<file path="src/rtl/ps2_pkg.sv">
// PS/2 host transmitter shared types and constants.
// Frame: start, 8 data bits LSB first, odd parity, stop, device ACK.
package ps2_pkg;

  typedef enum logic [2:0] {
    IDLE,
    INHIBIT,
    REQ,
    XFER,
    WAIT_IDLE
  } state_t;

  localparam logic [7:0] CMD_SET_LEDS = 8'hED;
  localparam logic [7:0] CMD_RESET    = 8'hFF;
  localparam logic [7:0] CMD_ENABLE   = 8'hF4;
  localparam logic [7:0] RSP_ACK      = 8'hFA;

  localparam int BIT_COUNT = 11;

  function automatic logic odd_parity(input logic [7:0] d);
    return ~^d;
  endfunction

endpackage

</file>
<file path="src/rtl/ps2_line_filter.sv">
// 2-FF synchronizer plus debounce for one PS/2 line.
// Level changes after FILTER_LEN equal samples; fall pulses on 1->0.
module ps2_line_filter #(
  parameter int FILTER_LEN = 8
) (
  input  logic clock,
  input  logic reset,
  input  logic line_in,
  output logic level,
  output logic fall
);

  localparam int CW = $clog2(FILTER_LEN + 1);
  localparam logic [CW-1:0] LAST = CW'(FILTER_LEN - 1);

  logic          s1;
  logic          s2;
  logic [CW-1:0] cnt;

  always_ff @(posedge clock or posedge reset) begin
    if (reset) begin
      s1    <= 1'b1;
      s2    <= 1'b1;
      level <= 1'b1;
      fall  <= 1'b0;
      cnt   <= '0;
    end else begin
      s1   <= line_in;
      s2   <= s1;
      fall <= 1'b0;
      if (s2 == level) begin
        cnt <= '0;
      end else if (cnt == LAST) begin
        cnt   <= '0;
        level <= s2;
        fall  <= level;
      end else begin
        cnt <= cnt + 1'b1;
      end
    end
  end

endmodule

</file>
<file path="src/rtl/ps2_host_tx.sv">
// PS/2 host-to-device command transmitter with ACK check.
// Drives open-drain CLK/DAT through output enables (1 = pull low).
module ps2_host_tx
  import ps2_pkg::*;
#(
  parameter int CLK_FREQ_HZ    = 50_000_000,
  parameter int INHIBIT_CYCLES = CLK_FREQ_HZ / 10_000,
  parameter int REQ_CYCLES     = 50,
  parameter int FILTER_LEN     = 8,
  parameter int TIMEOUT_CYCLES = CLK_FREQ_HZ / 1_000 * 15
) (
  input  logic       clock,
  input  logic       reset,
  input  logic [7:0] tx_data,
  input  logic       tx_valid,
  output logic       tx_ready,
  input  logic       ps2_clk_in,
  input  logic       ps2_dat_in,
  output logic       ps2_clk_oe,
  output logic       ps2_dat_oe,
  output logic       busy,
  output logic       done,
  output logic       ack_ok,
  output logic       error
);

  localparam int PH_MAX = (INHIBIT_CYCLES > REQ_CYCLES) ?
                          INHIBIT_CYCLES : REQ_CYCLES;
  localparam int PH_W = $clog2(PH_MAX + 1);
  localparam int TO_W = $clog2(TIMEOUT_CYCLES + 1);
  localparam int BC_W = $clog2(BIT_COUNT + 1);

  localparam logic [PH_W-1:0] INH_LAST = PH_W'(INHIBIT_CYCLES - 1);
  localparam logic [PH_W-1:0] REQ_LAST = PH_W'(REQ_CYCLES - 1);
  localparam logic [TO_W-1:0] TO_LAST  = TO_W'(TIMEOUT_CYCLES - 1);

  logic clk_lvl, clk_fall, dat_lvl, unused_dat_fall;

  ps2_line_filter #(.FILTER_LEN(FILTER_LEN)) u_clk_filt (
    .clock   (clock),
    .reset   (reset),
    .line_in (ps2_clk_in),
    .level   (clk_lvl),
    .fall    (clk_fall)
  );

  ps2_line_filter #(.FILTER_LEN(FILTER_LEN)) u_dat_filt (
    .clock   (clock),
    .reset   (reset),
    .line_in (ps2_dat_in),
    .level   (dat_lvl),
    .fall    (unused_dat_fall)
  );

  state_t          st, st_n;
  logic [PH_W-1:0] ph_cnt, ph_n;
  logic [TO_W-1:0] to_cnt, to_n;
  logic [BC_W-1:0] bit_cnt, bit_n;
  logic [7:0]      data, data_n;
  logic            par, par_n;
  logic            clk_oe_n, dat_oe_n, busy_n, rdy_n;
  logic            done_n, ack_n, err_n;

  always_ff @(posedge clock or posedge reset) begin
    if (reset) begin
      st         <= IDLE;
      ph_cnt     <= '0;
      to_cnt     <= '0;
      bit_cnt    <= '0;
      data       <= '0;
      par        <= 1'b0;
      ps2_clk_oe <= 1'b0;
      ps2_dat_oe <= 1'b0;
      busy       <= 1'b0;
      tx_ready   <= 1'b1;
      done       <= 1'b0;
      ack_ok     <= 1'b0;
      error      <= 1'b0;
    end else begin
      st         <= st_n;
      ph_cnt     <= ph_n;
      to_cnt     <= to_n;
      bit_cnt    <= bit_n;
      data       <= data_n;
      par        <= par_n;
      ps2_clk_oe <= clk_oe_n;
      ps2_dat_oe <= dat_oe_n;
      busy       <= busy_n;
      tx_ready   <= rdy_n;
      done       <= done_n;
      ack_ok     <= ack_n;
      error      <= err_n;
    end
  end

  always_comb begin
    st_n     = st;
    ph_n     = ph_cnt;
    to_n     = to_cnt;
    bit_n    = bit_cnt;
    data_n   = data;
    par_n    = par;
    clk_oe_n = ps2_clk_oe;
    dat_oe_n = ps2_dat_oe;
    busy_n   = busy;
    rdy_n    = tx_ready;
    ack_n    = ack_ok;
    done_n   = 1'b0;
    err_n    = 1'b0;
    unique case (st)
      IDLE: begin
        if (tx_valid && tx_ready) begin
          st_n     = INHIBIT;
          data_n   = tx_data;
          par_n    = odd_parity(tx_data);
          ph_n     = '0;
          clk_oe_n = 1'b1;
          busy_n   = 1'b1;
          rdy_n    = 1'b0;
          ack_n    = 1'b0;
        end
      end
      INHIBIT: begin
        if (ph_cnt == INH_LAST) begin
          st_n     = REQ;
          ph_n     = '0;
          dat_oe_n = 1'b1;
        end else begin
          ph_n = ph_cnt + 1'b1;
        end
      end
      REQ: begin
        if (ph_cnt == REQ_LAST) begin
          st_n     = XFER;
          clk_oe_n = 1'b0;
          to_n     = '0;
          bit_n    = '0;
        end else begin
          ph_n = ph_cnt + 1'b1;
        end
      end
      XFER, WAIT_IDLE: begin
        // Timeout wins over any same-cycle completion.
        if (to_cnt == TO_LAST) begin
          st_n     = IDLE;
          clk_oe_n = 1'b0;
          dat_oe_n = 1'b0;
          busy_n   = 1'b0;
          rdy_n    = 1'b1;
          ack_n    = 1'b0;
          err_n    = 1'b1;
        end else begin
          to_n = to_cnt + 1'b1;
          if (st == XFER && clk_fall) begin
            bit_n = bit_cnt + 1'b1;
            unique case (1'b1)
              (bit_cnt < BC_W'(8)):  dat_oe_n = ~data[bit_cnt[2:0]];
              (bit_cnt == BC_W'(8)): dat_oe_n = ~par;
              (bit_cnt == BC_W'(9)): dat_oe_n = 1'b0;
              default: begin
                ack_n = ~dat_lvl;
                st_n  = WAIT_IDLE;
              end
            endcase
          end else if (st == WAIT_IDLE && clk_lvl && dat_lvl) begin
            st_n   = IDLE;
            busy_n = 1'b0;
            rdy_n  = 1'b1;
            done_n = 1'b1;
          end
        end
      end
      default: st_n = IDLE;
    endcase
  end

endmodule
</file>
<file path="config.mk">
export PLATFORM = sky130hd
export DESIGN_NAME = ps2_host_tx
export DESIGN_NICKNAME = d
export VERILOG_FILES = /design/src/rtl/ps2_pkg.sv /design/src/rtl/ps2_line_filter.sv /design/src/rtl/ps2_host_tx.sv
export SDC_FILE = /design/constraint.sdc
export NUM_CORES = 1
export LEC_CHECK = 0
export ABC_AREA = 1
export CAP_MARGIN = 20
export CORE_MARGIN = 2
export CORE_UTILIZATION = 66
export CTS_CLUSTER_SIZE = 12
export DETAILED_ROUTE_END_ITERATION = 12
export PLACE_DENSITY = 0.87
export SYNTH_ARGS = -nofsm -noshare
export SYNTH_HDL_FRONTEND = slang
export SYNTH_SLANG_ARGS = --single-unit
</file>
<file path="constraint.sdc">
create_clock -name clock -period 6.21 [get_ports clock]
set_input_delay 1.242 -clock clock [delete_from_list [all_inputs] [get_ports clock]]
set_output_delay 1.242 -clock clock [all_outputs]
set_load 0.005 [all_outputs]
</file>
==> results.sh <==
export IMPL_placement_setup_worst_slack_ps=2670
export IMPL_final_setup_skew_ps=8.06
export IMPL_detail_route_iter0_violations=301
export IMPL_multi_input_comb_area_sq_mm=0.00228
export IMPL_syn_cell_area_sq_mm=0.00438
export IMPL_fin_util_pct=74.9
export IMPL_drcViolationCount=0
export IMPL_cts_hold_buffers=0
export IMPL_cts_root_buffer_cell="sky130_fd_sc_hd__clkbuf_8"
export IMPL_std_cell_rows=29
export IMPL_final_count_of_hold_timing_violations=0
export IMPL_place_detailed_hpwl_microns=6660
export IMPL_yosys_warn_count=0
export IMPL_critical_path_most_common_cell="sky130_fd_sc_hd__nand2_1"
export IMPL_ys_ff_latch=71
export IMPL_final_fill_count=495
export IMPL_ys_flop_type="sky130_fd_sc_hd__dfrtp_1"
export IMPL_timing_critical_path_max_delay_family="simple AND/OR/NAND/NOR gates"
export IMPL_finalWeightedCongestion=0.932
export IMPL_setup_worst_path_end_class="flip-flop"
export IMPL_routed_wire_length_microns=9490
export IMPL_worstPathArrival_ps=3410
export IMPL_status="finished clean"
export IMPL_post_route_cells_drive_above_1_share_pct=8.81
export IMPL_regArea_sq_mm=0.00179
export IMPL_setup_repair_after_global_routing_missed_its_margin="no"
export IMPL_final_period_utilization_pct=51.0
export IMPL_synth_fp_nets=622
export IMPL_critical_path_cell_chain="clkdlybuf4s50_1, nand2_1, nor3_1, inv_1, nand2_1, and2_1, nand2_1, nand2_1, nand2_1"
export IMPL_finalSetupViolations=0
export IMPL_place_detailed_instances=685
export IMPL_final_area_sq_mm=0.00478
export IMPL_grt_pass1_wl_microns=16400
export IMPL_floorplan_die_height_microns=85.5
export IMPL_fp_dieArea_sq_mm=0.00731
export IMPL_final_critical_path_setup_slack_ps=3040
export IMPL_critical_path_n_buffers_inverters=2
export IMPL_dr_total_vias=3999
export IMPL_placed_instance_area_sq_mm=0.00459
export IMPL_synth_sequential_area_ratio_pct=40.7
export IMPL_cts_tree="built"
export IMPL_fp_dieW_microns=85.5
export IMPL_cts_max_level=3
export IMPL_worst_hold_path_type="flip-flop to flip-flop"
export IMPL_clkSinkCount=71
export IMPL_period_minus_slack_ps=3170
export IMPL_avg_vias_per_cell=5.70
export IMPL_drtPass1Iterations=5
export IMPL_slew_viol_final=0
export IMPL_clk_insertion_delay_late_ps=350
export IMPL_floorplan_initialDensity_pct=68.7
export IMPL_p_leak_nw=2.24
export IMPL_grt_start_max_net_pins=60
export IMPL_post_cts_buffers=0
export IMPL_power_per_cell_area_mw_per_mm2=355
export IMPL_most_frequent_cells_in_the_layout="sky130_fd_sc_hd__nand2_1, sky130_fd_sc_hd__nor2_1, sky130_fd_sc_hd__dfrtp_1"
export IMPL_grt_overflow=0
export IMPL_placeable_area_sq_mm=0.00639
export IMPL_max_slew_margin_pct=34.0
export IMPL_number_of_global_route_vias_before_repair=3655
export IMPL_area_growth_synth_to_final_pct=9.08
export IMPL_setup_worst_path_class="input pin to flip-flop"
export IMPL_input_output_buffers=19
export IMPL_clkSlewWorstSetupHoldPaths_ps=70
export IMPL_cpMaxStageDelayCell="sky130_fd_sc_hd__nor3_1"
export IMPL_timing_worst_slew_pin_value_ps=983
export IMPL_n_antenna_cell=0
export IMPL_crit_path_max_fanout=12
export IMPL_smallest_hold_slack_ps=360
export IMPL_grt_use_total_pct=27.9
export IMPL_mostFrequentLayoutCell="sky130_fd_sc_hd__nand2_1"
export IMPL_number_of_antenna_violations_at_the_first_check_in_global_routing=0
export IMPL_numCtsBuffers=9
export IMPL_critPathLaunchType="input pin"
export IMPL_max_clock_path_buffers=2
export IMPL_cp_slowest_stage_delay_ps=790
export IMPL_maxCapViolations=0
export IMPL_cts_repair_resized=0
export IMPL_timing_fmax_ghz=0.316
export IMPL_required_time_reported_for_the_critical_path_endpoint_ps=6450
export IMPL_async_flop_share_pct=100
export IMPL_timing_setup_tns_ps=0
export IMPL_yosysUniqueCellTypes=37
export IMPL_final_cell_count_no_fill=701
export IMPL_fin_total_pwr_mw=1.70
export IMPL_design_final_nets=640
export IMPL_synth_enable_flop_cells=0
export IMPL_ir_drop_uv=256
export IMPL_drt_antenna_net_count=0
export IMPL_post_drt_wl_per_cell_microns=13.5
export IMPL_syn_area_per_cell_sq_um=7.29
export IMPL_io_count=20
export IMPL_synthesis_instances=601
## layer usage
layer  global-route usage, %  share of wire, %  up-vias
li1                        -                 -     1944
met1                    37.1                43     1883
met2                    44.6                49      150
met3                    6.16               6.8       22
met4                    11.7               1.8        0
met5                       0                 0        -
## worst register-to-register path: cells and delay by family (launching register included)
kind                   cells  cell delay, ps
buffers and inverters      2             500
flip-flops                 1             450
AND/OR/NAND/NOR            7            1400
## worst paths after layout
kind | startpoint | endpoint | slack, ps | cells after the start
max reg2reg | st[2] | ack_ok | 3770 | 9
min reg2reg | u_dat_filt.s1 | u_dat_filt.s2 | 360 | 0
min | u_dat_filt.s1 | u_dat_filt.s2 | 360 | 0
max in group asynchronous | reset | par | 4060 | 3
max | tx_valid | ack_ok | 3040 | 9
min in group asynchronous | reset | to_cnt[7] | 1130 | 2
## sequential cells by signal, summed over array words and instances (netlist names), 3 cells and up
register        cells
to_cnt             20
bit_cnt             4
u_clk_filt.cnt      4
u_dat_filt.cnt      4
ph_cnt             13
data                8
st                  3
## logic make-up (layout without fill, tap and decap cells)
logic type	count (synthesis)	in the layout	synth area share, %
AOI/OAI and AO/OA	40	40	4.97
xor gates and xnor gates	31	31	6.19
adders and majority gates	8	8	2.28
buffers and inverters	76	99	7.36
DFF	71	71	40.7
muxes	1	1	0.257
and+or+nand+nor	374	374	38.2
## Yosys cell counts, types with 5 or more instances
cell / n / area [sq um]
sky130_fd_sc_hd__nand2_1: 188 / 706
sky130_fd_sc_hd__nor2_1: 74 / 278
sky130_fd_sc_hd__dfrtp_1: 64 / 1600
sky130_fd_sc_hd__inv_1: 58 / 218
sky130_fd_sc_hd__nand3_1: 56 / 280
sky130_fd_sc_hd__o21ai_1: 21 / 105
sky130_fd_sc_hd__xor2_1: 20 / 175
sky130_fd_sc_hd__nand4_1: 14 / 87.6
sky130_fd_sc_hd__nor3_1: 11 / 55.1
sky130_fd_sc_hd__xnor2_1: 11 / 96.3
sky130_fd_sc_hd__o21ai_0: 10 / 50.1
sky130_fd_sc_hd__ha_1: 8 / 100
sky130_fd_sc_hd__dfstp_2: 7 / 184
sky130_fd_sc_hd__nand2_2: 6 / 37.5
sky130_fd_sc_hd__nor2_2: 6 / 37.5
sky130_fd_sc_hd__nand3b_1: 5 / 37.5
## area by class of cell
class,instances,share of cell area (%)
tap,77,2.01
inverter,63,4.95
sequential,71,37.3
clock buffer,12,3.04
multi-input combinational,454,47.6
clock inverter,4,0.942
timing repair buffer,20,4.13
## power by group
group	leakage [nW]	internal, mW	switching (mW)
logic	1.21	0.221	0.419
registers	0.935	0.577	0.115
clock network	0.100	0.195	0.171
Note: power is estimated with default switching activity, not from simulation.
==> variant: new RTL, config.mk and constraints unchanged <==
Reset style: synchronous (`reset`), changed in 2 clocked blocks.
--- a/src/rtl/ps2_line_filter.sv
+++ b/src/rtl/ps2_line_filter.sv
@@ -18,5 +18,5 @@
   logic [CW-1:0] cnt;
 
-  always_ff @(posedge clock or posedge reset) begin
+  always_ff @(posedge clock) begin
     if (reset) begin
       s1    <= 1'b1;
--- a/src/rtl/ps2_host_tx.sv
+++ b/src/rtl/ps2_host_tx.sv
@@ -62,5 +62,5 @@
   logic            done_n, ack_n, err_n;
 
-  always_ff @(posedge clock or posedge reset) begin
+  always_ff @(posedge clock) begin
     if (reset) begin
       st         <= IDLE;
Behaviour: differs if reset is asserted again (counterexample within 4 cycles, from zero or initial values and one cycle with reset high); with reset held inactive, the same outputs for 10 cycles.
==> variant against the unedited design <==
- count of clock-buffer cells in the layout is 2 lower
- critical path type unchanged
- routed wire length is 1.5% higher
- cell area is 2.0% lower
- global-route usage is 0.72 points higher
- first-iteration DRC count is 21% higher
- clock skew is 2.9 ps higher
- highest routed layer unchanged
- setup slack better by 350 ps
- die area is 1.5% lower
- sequential cell count stayed put
- cell count is 4.6% higher
- critical endpoint is now u_dat_filt.cnt[2]
- synthesized area is 1.6% lower
- total power is 13% lower
==> variant: results (changes against the unedited design) <==
| Metric | Value |
|---|---|
| Status | completed |
| Inverters | 73 (+16%) |
| Initial DRC Count | 363 (+21%) |
| Ys Warns | 0 (unchanged) |
| Sequential cell area share | 0.303 (-0.0699) |
| Crit-path max cell delay | 680 ps (-110 ps) |
| Detailed Place HPWL | 6870 µm (+3.2%) |
| WL met3 | 463 µm (-28%) |
| Placed cell count | 717 (+4.7%) |
| Fin cells | 733 (+4.6%) |
| Syn nets | 660 (+6.1%) |
| Worst relative slew slack | 0.389 (+0.0496) |
| Fillcell total | 504 (+1.8%) |
| Area grow syn2layout | 8.55% |
| Clock Network Area Fraction | 0.0473 (+0.00751) |
| Worst Skew | 11.0 ps (+2.95 ps) |
| Syn Inst Count | 639 (+6.3%) |
| Signal buf overhead | 0.0395 (-0.00181) |
| Skew-Pair Late Insertion Delay | 360 ps |
| CP max stage cell | buf_2 |
| Multi-input combinational area share | 0.530 (+0.0537) |
| First-pass GRT wire length | 17,100 µm (+4.5%) |
| Synth Flop Type | dfxtp_1 |
| GPL Wtd Cong | 0.935 (+0.38%) |
| Met2 WL | 4710 µm (+1.5%) |
| # diodes | 0 (unchanged) |
| Seq. pwr | 0.561 mW (-19%) |
| WL final | 9640 µm (+1.5%) |
| Gate power share | 0.338 (-0.039) |
| Pre-antenna DRT Iters | 6 (+1) |
| Cell Area, Placed | 4460 µm² (-2.8%) |
| Seq Cell Count | 71 (unchanged) |
| Sequential fraction of the synthesis area | 0.329 (-0.0779) |
| Dpl ws | 3050 ps (+375 ps) |
| Top post-synthesis cells by area | dfxtp_1 33%, nand2_1 13%, nor2_1 8.0% |
| Max FO, Critical Path | 39 (+27) |
| Layout cell share with drive strength beyond 1 | 0.140 (+0.0521) |
| GRT Util Overall | 0.286 (+0.00721) |
| Non-clk bufs | 19 (-5.0%) |
| GR Util met2 | 0.480 (+0.0343) |
| Met1 Usage GRT | 0.370 (-0.000447) |
| Synth async-reset ratio | 0 (-1.00) |
| Overall power | 1.47 mW (-13%) |
| Worst IR Drop VDD | 349 µV (+36%) |
| Most frequent cells after synthesis | 150 x nand2_1, 92 x nor2_1, 71 x dfxtp_1 |
| Largest net degree at the start of global routing | 40 (-33%) |
| P_sw | 0.579 mW (-18%) |
| Clock buf count | 10 (-2) |
| Vias in the first global route | 3,883 (+6.2%) |
| Nets | 672 (+5.0%) |
| Die W | 84.9 µm (-0.75%) |
| Met1 Wirelength | 4320 µm (+6.9%) |
| Vias/cell | 5.57 (-2.4%) |
| Multi-input gates | 477 (+5.1%) |
| CP Data Arrival Time | 3050 ps (-360 ps) |
| Static Leak | 1.82 nW (-19%) |
[variant: changes by cell type after synthesis, sizes merged, moves of 9 or more]
cell   change
inv        +9
nand2     -23
nor2      +18
a21oi     +42
dfxtp     +71
dfrtp     -64
[variant: logic make-up after synthesis]
group           Yosys count  share of synthesized area
compound gates           87                      0.121
xor+xnor                 23                     0.0467
fa+ha+maj                 8                     0.0232
buf+inv                  91                     0.0957
flops                    71                      0.329
simple gates            359                      0.384
[variant: worst max-delay path, delay by kind of cell]
| family | cells | cell delay, ps |
|---|---|---|
| compound gates | 3 | 430 |
| simple gates | 1 | 90 |
| buf+inv | 2 | 1270 |
[variant: path summary, 6_finish.rpt]
check                              startpoint                end  cells past startpoint  slack, ps
worst min-delay path            u_clk_filt.s1      u_clk_filt.s2                      1        420
worst min register to register  u_clk_filt.s1      u_clk_filt.s2                      1        420
worst max register to register          st[1]          to_cnt[4]                      8       3760
worst max-delay path                    reset  u_dat_filt.cnt[2]                      6       3390
